File: src/rtl/register_bus_reader_if.sv
// Handshake and bus signals between the register-bus read master and its environment.
// Request/response are valid/ready; cs is the active-low per-register select onto the shared bus.
interface register_bus_reader_if #(
  parameter int NrOfBits = 8,
  parameter int NrOfRegs = 4
);
  localparam int IdxBits = (NrOfRegs > 1) ? $clog2(NrOfRegs) : 1;

  logic                req_valid;
  logic [IdxBits-1:0]  req_idx;
  logic                req_ready;
  logic [NrOfRegs-1:0] cs;
  logic [NrOfBits-1:0] bus_in;
  logic                rd_valid;
  logic                rd_ready;
  logic [NrOfBits-1:0] rd_data;
  logic [IdxBits-1:0]  rd_idx;
  logic                rd_err;
  logic                busy;

  modport master (
    input  req_valid, req_idx, bus_in, rd_ready,
    output req_ready, cs, rd_valid, rd_data, rd_idx, rd_err, busy
  );

  modport slave (
    output req_valid, req_idx, bus_in, rd_ready,
    input  req_ready, cs, rd_valid, rd_data, rd_idx, rd_err, busy
  );
endinterface

File: src/rtl/register_bus_reader.sv
// Read master for a shared tri-state register bus: select one register, settle, capture, turn around, respond.
// Latency SettleCycles+TurnCycles Tick-cycles; response held until rd_ready, no request accepted meanwhile.
module register_bus_reader #(
  parameter int NrOfBits     = 8,
  parameter int NrOfRegs     = 4,
  parameter int SettleCycles = 2,
  parameter int TurnCycles   = 1
) (
  input  logic                  clk,
  input  logic                  rst_n,
  input  logic                  tick,
  register_bus_reader_if.master rb
);
  localparam int IdxBits = (NrOfRegs > 1) ? $clog2(NrOfRegs) : 1;
  localparam int MaxCnt  = (SettleCycles > TurnCycles) ? SettleCycles : TurnCycles;
  localparam int CntBits = (MaxCnt > 1) ? $clog2(MaxCnt) : 1;

  localparam logic [CntBits-1:0] SettleLoad = CntBits'(SettleCycles - 1);
  localparam logic [CntBits-1:0] TurnLoad   = (TurnCycles > 0) ? CntBits'(TurnCycles - 1) : '0;
  localparam logic [IdxBits:0]   RegsLimit  = (IdxBits + 1)'(NrOfRegs);

  typedef enum logic [1:0] {IDLE, SEL, TURN, OUT} state_t;

  state_t              state;
  logic [CntBits-1:0]  counter;
  logic [NrOfRegs-1:0] cs_q;
  logic                rd_valid_q;
  logic [NrOfBits-1:0] rd_data_q;
  logic [IdxBits-1:0]  rd_idx_q;
  logic                rd_err_q;

  logic [NrOfRegs-1:0] cs_sel;
  logic                idx_ok;

  always_comb begin
    cs_sel = '1;
    for (int i = 0; i < NrOfRegs; i++) begin
      if (rb.req_idx == IdxBits'(i)) cs_sel[i] = 1'b0;
    end
  end

  assign idx_ok = ({1'b0, rb.req_idx} < RegsLimit);

  always_ff @(posedge clk) begin
    if (!rst_n) begin
      state      <= IDLE;
      counter    <= '0;
      cs_q       <= '1;
      rd_valid_q <= 1'b0;
      rd_data_q  <= '0;
      rd_idx_q   <= '0;
      rd_err_q   <= 1'b0;
    end else begin
      case (state)
        IDLE: begin
          if (rb.req_valid) begin
            rd_idx_q <= rb.req_idx;
            if (idx_ok) begin
              cs_q    <= cs_sel;
              counter <= SettleLoad;
              state   <= SEL;
            end else begin
              // Out-of-range index: answer immediately, never touch the bus.
              rd_data_q  <= '0;
              rd_err_q   <= 1'b1;
              rd_valid_q <= 1'b1;
              state      <= OUT;
            end
          end
        end
        SEL: begin
          if (tick) begin
            if (counter == '0) begin
              rd_data_q <= rb.bus_in;
              rd_err_q  <= 1'b0;
              cs_q      <= '1;
              if (TurnCycles == 0) begin
                rd_valid_q <= 1'b1;
                state      <= OUT;
              end else begin
                counter <= TurnLoad;
                state   <= TURN;
              end
            end else begin
              counter <= counter - 1'b1;
            end
          end
        end
        TURN: begin
          // All selects released so the previous driver has let go before the next read.
          if (tick) begin
            if (counter == '0) begin
              rd_valid_q <= 1'b1;
              state      <= OUT;
            end else begin
              counter <= counter - 1'b1;
            end
          end
        end
        OUT: begin
          if (rb.rd_ready) begin
            rd_valid_q <= 1'b0;
            state      <= IDLE;
          end
        end
        default: begin
          cs_q  <= '1;
          state <= IDLE;
        end
      endcase
    end
  end

  assign rb.req_ready = (state == IDLE);
  assign rb.busy      = (state != IDLE);
  assign rb.cs        = cs_q;
  assign rb.rd_valid  = rd_valid_q;
  assign rb.rd_data   = rd_data_q;
  assign rb.rd_idx    = rd_idx_q;
  assign rb.rd_err    = rd_err_q;
endmodule

File: src/flat_wrapper.sv
// flat-port wrapper written by rule: the top's interface ports become plain ports
module register_bus_reader_flat 
#(
  parameter int NrOfBits     = 8,
  parameter int NrOfRegs     = 4,
  parameter int SettleCycles = 2,
  parameter int TurnCycles   = 1
)
  (clk, rst_n, tick, rb_req_valid, rb_req_idx, rb_bus_in, rb_rd_ready, rb_req_ready, rb_cs, rb_rd_valid, rb_rd_data, rb_rd_idx, rb_rd_err, rb_busy);
  register_bus_reader_if #(.NrOfBits(NrOfBits), .NrOfRegs(NrOfRegs)) rb_i ();
  input  logic clk;
  input  logic rst_n;
  input  logic tick;
  input wire logic [$bits(rb_i.req_valid)-1:0] rb_req_valid;
  input wire logic [$bits(rb_i.req_idx)-1:0] rb_req_idx;
  input wire logic [$bits(rb_i.bus_in)-1:0] rb_bus_in;
  input wire logic [$bits(rb_i.rd_ready)-1:0] rb_rd_ready;
  output wire logic [$bits(rb_i.req_ready)-1:0] rb_req_ready;
  output wire logic [$bits(rb_i.cs)-1:0] rb_cs;
  output wire logic [$bits(rb_i.rd_valid)-1:0] rb_rd_valid;
  output wire logic [$bits(rb_i.rd_data)-1:0] rb_rd_data;
  output wire logic [$bits(rb_i.rd_idx)-1:0] rb_rd_idx;
  output wire logic [$bits(rb_i.rd_err)-1:0] rb_rd_err;
  output wire logic [$bits(rb_i.busy)-1:0] rb_busy;
  assign rb_i.req_valid = rb_req_valid;
  assign rb_i.req_idx = rb_req_idx;
  assign rb_i.bus_in = rb_bus_in;
  assign rb_i.rd_ready = rb_rd_ready;
  assign rb_req_ready = rb_i.req_ready;
  assign rb_cs = rb_i.cs;
  assign rb_rd_valid = rb_i.rd_valid;
  assign rb_rd_data = rb_i.rd_data;
  assign rb_rd_idx = rb_i.rd_idx;
  assign rb_rd_err = rb_i.rd_err;
  assign rb_busy = rb_i.busy;
  register_bus_reader #(.NrOfBits(NrOfBits), .NrOfRegs(NrOfRegs), .SettleCycles(SettleCycles), .TurnCycles(TurnCycles)) u_core (.clk(clk), .rst_n(rst_n), .tick(tick), .rb(rb_i));
endmodule
File: config.mk
export PLATFORM = sky130hd
export DESIGN_NAME = register_bus_reader_flat
export DESIGN_NICKNAME = d
export VERILOG_FILES = /design/src/rtl/register_bus_reader_if.sv /design/src/rtl/register_bus_reader.sv /design/src/flat_wrapper.sv
export SDC_FILE = /design/constraint.sdc
export NUM_CORES = 1
export LEC_CHECK = 0
export ABC_AREA = 1
export CORE_UTILIZATION = 43
export DETAILED_ROUTE_END_ITERATION = 16
export PLACE_DENSITY = 0.76
export SYNTH_ARGS = -nofsm -noshare
export SYNTH_HDL_FRONTEND = slang
export SYNTH_SLANG_ARGS = --single-unit
File: constraint.sdc
create_clock -name clk -period 1.7 [get_ports clk]
set_input_delay 0.34 -clock clk [delete_from_list [all_inputs] [get_ports clk]]
set_output_delay 0.34 -clock clk [all_outputs]
set_load 0.005 [all_outputs]
==> impl_metrics.py <==
metrics = {
    "grt": {
        "antenna_found_initial": 0,
        "grt_use_total_pct": 20.5,
        "grt_overflow": 0,
        "grt_pass1_wl_mm": 3.19,
        "grt_start_max_net_pins": 11,
        "first_global_vias": 786,
    },
    "route": {
        "firstDrtPassIters": 4,
        "drtIter0Drc": 15,
        "drt-total-wl_mm": 2.15,
        "dr_total_vias": 931,
        "antenna_left": 0,
        "drcViolationCount": 0,
        "viasPerCell": 4.87,
        "wl_per_cell_um": 11.2,
    },
    "placement": {
        "place_hpwl_mm": 1.59,
        "routabilityCongestion": 0.840,
        "dp_slack_ns": 0.0797,
        "portBuffers": 31,
        "postPlaceCellArea_sq_mm": 0.00124,
    },
    "cts": {
        "clkLatencyLatePin_ns": 0.31,
        "cts-buffers-inserted": 3,
        "holdBufCountCts": 0,
        "cts-root-buf": "clkbuf_4",
        "cts_tree": "yes",
        "clkTransAtPathRegs_ns": 0.11,
        "cts_sinks": 18,
        "cts_htree_levels": 1,
        "clock_tree.buffer_depth": 2,
    },
    "worst_setup_path": {
        "arrival_ns": 1.20,
        "crit_end": "rb_busy",
        "start_kind": "register",
        "end_kind": "output port",
        "cp_max_fo": 5,
        "r2r_start": "u_core.state[0]",
        "r2r_slack_ns": 0.19,
        "critPathLaunch": "u_core.state[1]",
        "ff2ff_path_depth": 7,
        "r2r_end": "u_core.rb.cs[1]",
        "path_class": "reg -> out",
        "required_ns": 1.36,
    },
    "flow_run": {
        "max_cap_viol_count": 0,
    },
    "synthesis": {
        "seq_area_frac_synth_pct": 40.0,
        "synth-simple-area-share_pct": 32.4,
        "synth_top_family_by_area": "simple AND/OR/NAND/NOR gates",
        "synth_warnings": 0,
        "synth_compound_area_share_pct": 8.75,
        "synthDistinctLibCells": 16,
        "synth_xor_area_share_pct": 0,
        "post_synth_mux_area_share_pct": 0,
        "postSynthCellCount": 128,
        "netlist_area_sq_um": 901,
        "ys_ff_latch": 18,
        "syn_area_per_cell_sq_um": 7.04,
        "syn_nets": 149,
        "synthAdderAreaFrac_pct": 8.33,
    },
    "run_status": {
        "status": "finished clean",
    },
    "layout": {
        "final_util_pct": 66.4,
        "layout_commonest_cell": "clkdlybuf4s50_1",
        "drive_gt1_share_pct": 11.0,
        "final_nets": 186,
        "final_cell_mix": "29 x clkdlybuf4s50_1, 28 x nand2_1, 24 x nand3_1",
        "antennaDiodeCount": 0,
        "fin_area_sq_mm": 0.00130,
        "areaGrowthSynthToFinish_pct": 44.6,
    },
    "pwr": {
        "seq_power_share_pct": 32.1,
        "peakVddDrop_uv": 871,
        "power.switching_w": 0.000744,
        "combPwrFrac_pct": 52.9,
        "power.density_mw_per_mm2": 1440,
        "p_sw_share_pct": 39.8,
        "pwr-share-clk_pct": 15.0,
        "intPower_w": 0.00113,
        "leakagePower_nw": 0.581,
    },
    "die": {
        "coreArea_sq_mm": 0.00196,
        "start_util_pct": 45.9,
        "die_w_um": 47.8,
        "pin_count": 33,
        "num_rows": 16,
        "die_area_sq_mm": 0.00228,
        "die_h_um": 47.8,
    },
    "sta": {
        "drv_slew": 0,
        "fmax_mhz": 648,
        "fin_crit_sh_pct": 90.8,
        "whs_ns": 0.467,
        "clock_skew_ns": 0.00480,
        "fin_setup_tns_ns": 0,
        "finalWorstPathRequiredPeriod_ns": 1.54,
        "finalSetupViolations": 0,
        "finalHoldViolations": 0,
        "setup_ws_ns": 0.156,
        "rsz0062_at_grt": "no",
    },
    "min_path": {
        "whs_path_depth": 2,
        "min_path_type": "reg -> reg",
    },
}
==> state kept, by name (all words and copies together), names as in the netlist <==
signal,flops
u_core.rb.cs,4
u_core.rb.rd_idx,2
u_core.rb.rd_valid,1
u_core.counter,1
u_core.state,2
u_core.rb.rd_data,8
==> synth_stat cells <==
master / instances / area share, %
buf_2: 1 / 0.56
nand2_1: 28 / 12
nor2_4: 1 / 1.2
buf_6: 1 / 1.2
dfxtp_1: 18 / 40
o21ai_0: 2 / 1.1
ha_1: 6 / 8.3
nand2_2: 1 / 0.69
inv_2: 1 / 0.42
o21ai_2: 1 / 0.97
nand3_1: 24 / 13
nor2_1: 13 / 5.4
buf_4: 1 / 0.83
conb_1: 1 / 0.42
inv_1: 17 / 7.1
a21oi_1: 12 / 6.7
==> worst min path at each step <==
stage	from	endpoint
global route	u_core.rb.rd_data[4]	u_core.rb.rd_data[4]
floorplan	u_core.rb.cs[0]	u_core.rb.cs[0]
finish	u_core.rb.rd_data[6]	u_core.rb.rd_data[6]
global placement	u_core.rb.cs[1]	u_core.rb.cs[1]
detailed placement	u_core.rb.cs[2]	u_core.rb.cs[2]
CTS	u_core.rb.rd_data[6]	u_core.rb.rd_data[6]
==> cells by family (layout without fill, tap and decap cells) <==
group | Yosys count | count (layout)
adder cells (fa/ha/maj) | 6 | 6
AO/OA/AOI/OAI | 15 | 15
buffers and inverters | 21 | 57
flip-flops | 18 | 18
AND/OR/NAND/NOR | 67 | 67
other | 1 | 1
==> worst max-delay path: stages, from the launching register on <==
cell	delay [ns]
dfxtp_2	0.34
inv_2	0.10
ha_4	0.16
inv_1	0.04
dlygate4sd2_1	0.25
==> cell type report <==
class / count / area [sq um]
clock buffer: 4 / 36.3
fill: 184 / 659
inverter: 18 / 67.6
multi-input combinational: 89 / 464
sequential: 18 / 363
tap: 27 / 33.8
timing repair buffer: 35 / 338
==> per-layer routing <==
metal  GRT usage (%)  share of wire (%)
met1            23.9                 43
met2            35.9                 48
met3            4.91                6.6
met4            8.33                1.7
met5               0                  0
==> power groups by stage <==
stage          clock, W  sequential (W)  combinational, W
2_1_floorplan         0        0.000617          0.000569
3_3_place_gp          0        0.000603          0.000923
3_5_place_dp          0        0.000608          0.000944
4_1_cts        0.000279        0.000602          0.000983
5_1_grt        0.000297        0.000615           0.00111
6_report       0.000281        0.000601          0.000989
==> what timing repair did <==
item	in CTS	in global routing
gates resized for setup	8	1
endpoints found under the setup margin	2	2
setup buffers	1	0
==> stage by stage <==
stage,cells,power (W)
2_1_floorplan,128,0.00119
3_3_place_gp,186,0.00153
3_5_place_dp,186,0.00155
4_1_cts,191,0.00186
5_1_grt,191,0.00202
6_report,191,0.00187
No activity file was read; power rests on OpenSTA's default activity.
==> variant: new RTL, same settings <==
Reset style: asynchronous (`rst_n`), changed in one clocked block.
--- a/src/rtl/register_bus_reader.sv
+++ b/src/rtl/register_bus_reader.sv
@@ -41,7 +41,7 @@
 
   assign idx_ok = ({1'b0, rb.req_idx} < RegsLimit);
 
-  always_ff @(posedge clk) begin
+  always_ff @(posedge clk or negedge rst_n) begin
     if (!rst_n) begin
       state      <= IDLE;
       counter    <= '0;
Check against the original RTL: differs if rst_n is asserted again (counterexample within 4 cycles, from zero or initial values and one cycle with rst_n low); with rst_n held inactive, the same outputs for 10 cycles.
==> variant against the unedited design <==
Final area up 3.8%. Sequential cell count unchanged. Synthesized area up 3.5%. Sequential power up 33%. Power up 29%. Setup slack worse by 0.12 ns. Non-clock buffer count up 1. Routed wire length down 9.3%. Critical path type unchanged.
==> variant: results (changes against the unedited design) <==
Synth
  – Net count after synthesis: 134 (-10%)
  – Yosys cell types: 21 (+5)
  – Top post-synthesis cells by count: nand2_1, nand3_1, dfrtp_1, inv_1, ha_1
  – Fraction of registers with async set/reset: 1.00 (+1.00)
  – Dominant register cell in the synthesized netlist: dfrtp_1

Global routing
  – Global-route wire length before repair: 3.22 mm (+0.88%)
  – Maximum number of pins on one net before global-route repair: 19 (+8)
  – Grt met1 use: 0.227 (-0.0124)
  – GR Layer Usage met2: 0.300 (-0.0590)

Setup path
  – Highest cell delay on the worst timing path: 0.55 ns (+0.21 ns)
  – RR Startpoint: u_core.state[0]
  – Critical path peak fanout: 2 (-3)
  – Logic depth of the worst register-to-register path: 8 (+1)
  – Arrival time at the worst endpoint: 1.32 ns (+0.12 ns)
  – Worst reg2reg path endpoint: u_core.rb.cs[3]

Pwr
  – Worst IR drop on VDD: 1.33 mV (+53%)
  – Clk network pwr share: 0.112 (-0.038)
  – Switching component of the power: 912 uW (+23%)

Detailed routing
  – Routed length on met1: 868 um (-6.5%)
  – Met2 Wirelength: 998 um (-3.9%)
  – Wire length reported by the detailed router: 1.95 mm (-9.3%)
  – DR WL/cell: 10.9 um (-3.2%)

Place
  – Cell area reported after detailed placement: 1290 um^2 (+4.0%)
  – Worst slack at placement: 0.112 ns (+0.0318 ns)

Status
  – Status: finished, final reports clean

Cells and area
  – Layout cell share with drive strength beyond 1: 0.191 (+0.0810)

STA
  – Largest clock skew in the final design: 0.00412 ns (-0.000679 ns)

Min path
  – Classification of the worst-slack hold path: in -> async
-- variant: cell types whose count changed in the layout (fill, tap and decap cells not counted), moves of 3 or more --
cell,delta
nand2_1,+17
dfxtp_1,-16
a21oi_1,-11
dfrtp_1,+14
nor2_1,-11
dfstp_2,+4
inv_2,+3
inv_1,-9
nand3_1,-8
-- variant: cell families after synthesis --
| kind of cell | after synthesis | synth area share |
|---|---|---|
| adders and majority gates | 5 | 0.0671 |
| AOI/OAI and AO/OA | 6 | 0.0443 |
| buffers and inverters | 15 | 0.0658 |
| other | 1 | 0.00402 |
| DFF | 18 | 0.489 |
| and+or+nand+nor | 69 | 0.330 |
-- variant: what timing repair did --
action / CTS / global route
endpoints found under the hold margin: 0 / 0
resized for setup: 6 / 2
setup endpoints to repair: 2 / 2
buffers inserted: 1 / 0
-- variant: worst max path at each step --
stage                    startpoint         endpoint  slack, ns
finish              u_core.rb.cs[2]         rb_cs[2]       0.04
floorplan           u_core.state[0]  u_core.state[0]       0.46
detailed placement  u_core.state[1]          rb_busy       0.11
CTS                 u_core.rb.cs[2]         rb_cs[2]       0.03
global placement    u_core.state[1]          rb_busy       0.16
global route        u_core.rb.cs[2]         rb_cs[2]      0.001
-- variant: power groups by stage --
| stage | clock network [mW] | registers [mW] | logic, mW |
|---|---|---|---|
| after CTS | 0.275 | 0.802 | 1.36 |
| after global placement | 0 | 0.803 | 1.29 |
| after global routing | 0.291 | 0.824 | 1.50 |
| after floorplan | 0 | 0.828 | 0.683 |
| final | 0.269 | 0.801 | 1.34 |
| after detailed placement | 0 | 0.815 | 1.31 |
-- variant: cell type report --
class                   count  area (um^2)  share of cell area
repair buffers             36          350               0.259
flip-flops and latches     18          455               0.337
clock buffers               4         36.3              0.0268
multi-input cells          81          428               0.316
inverters                  13         48.8              0.0361
well taps                  27         33.8              0.0250
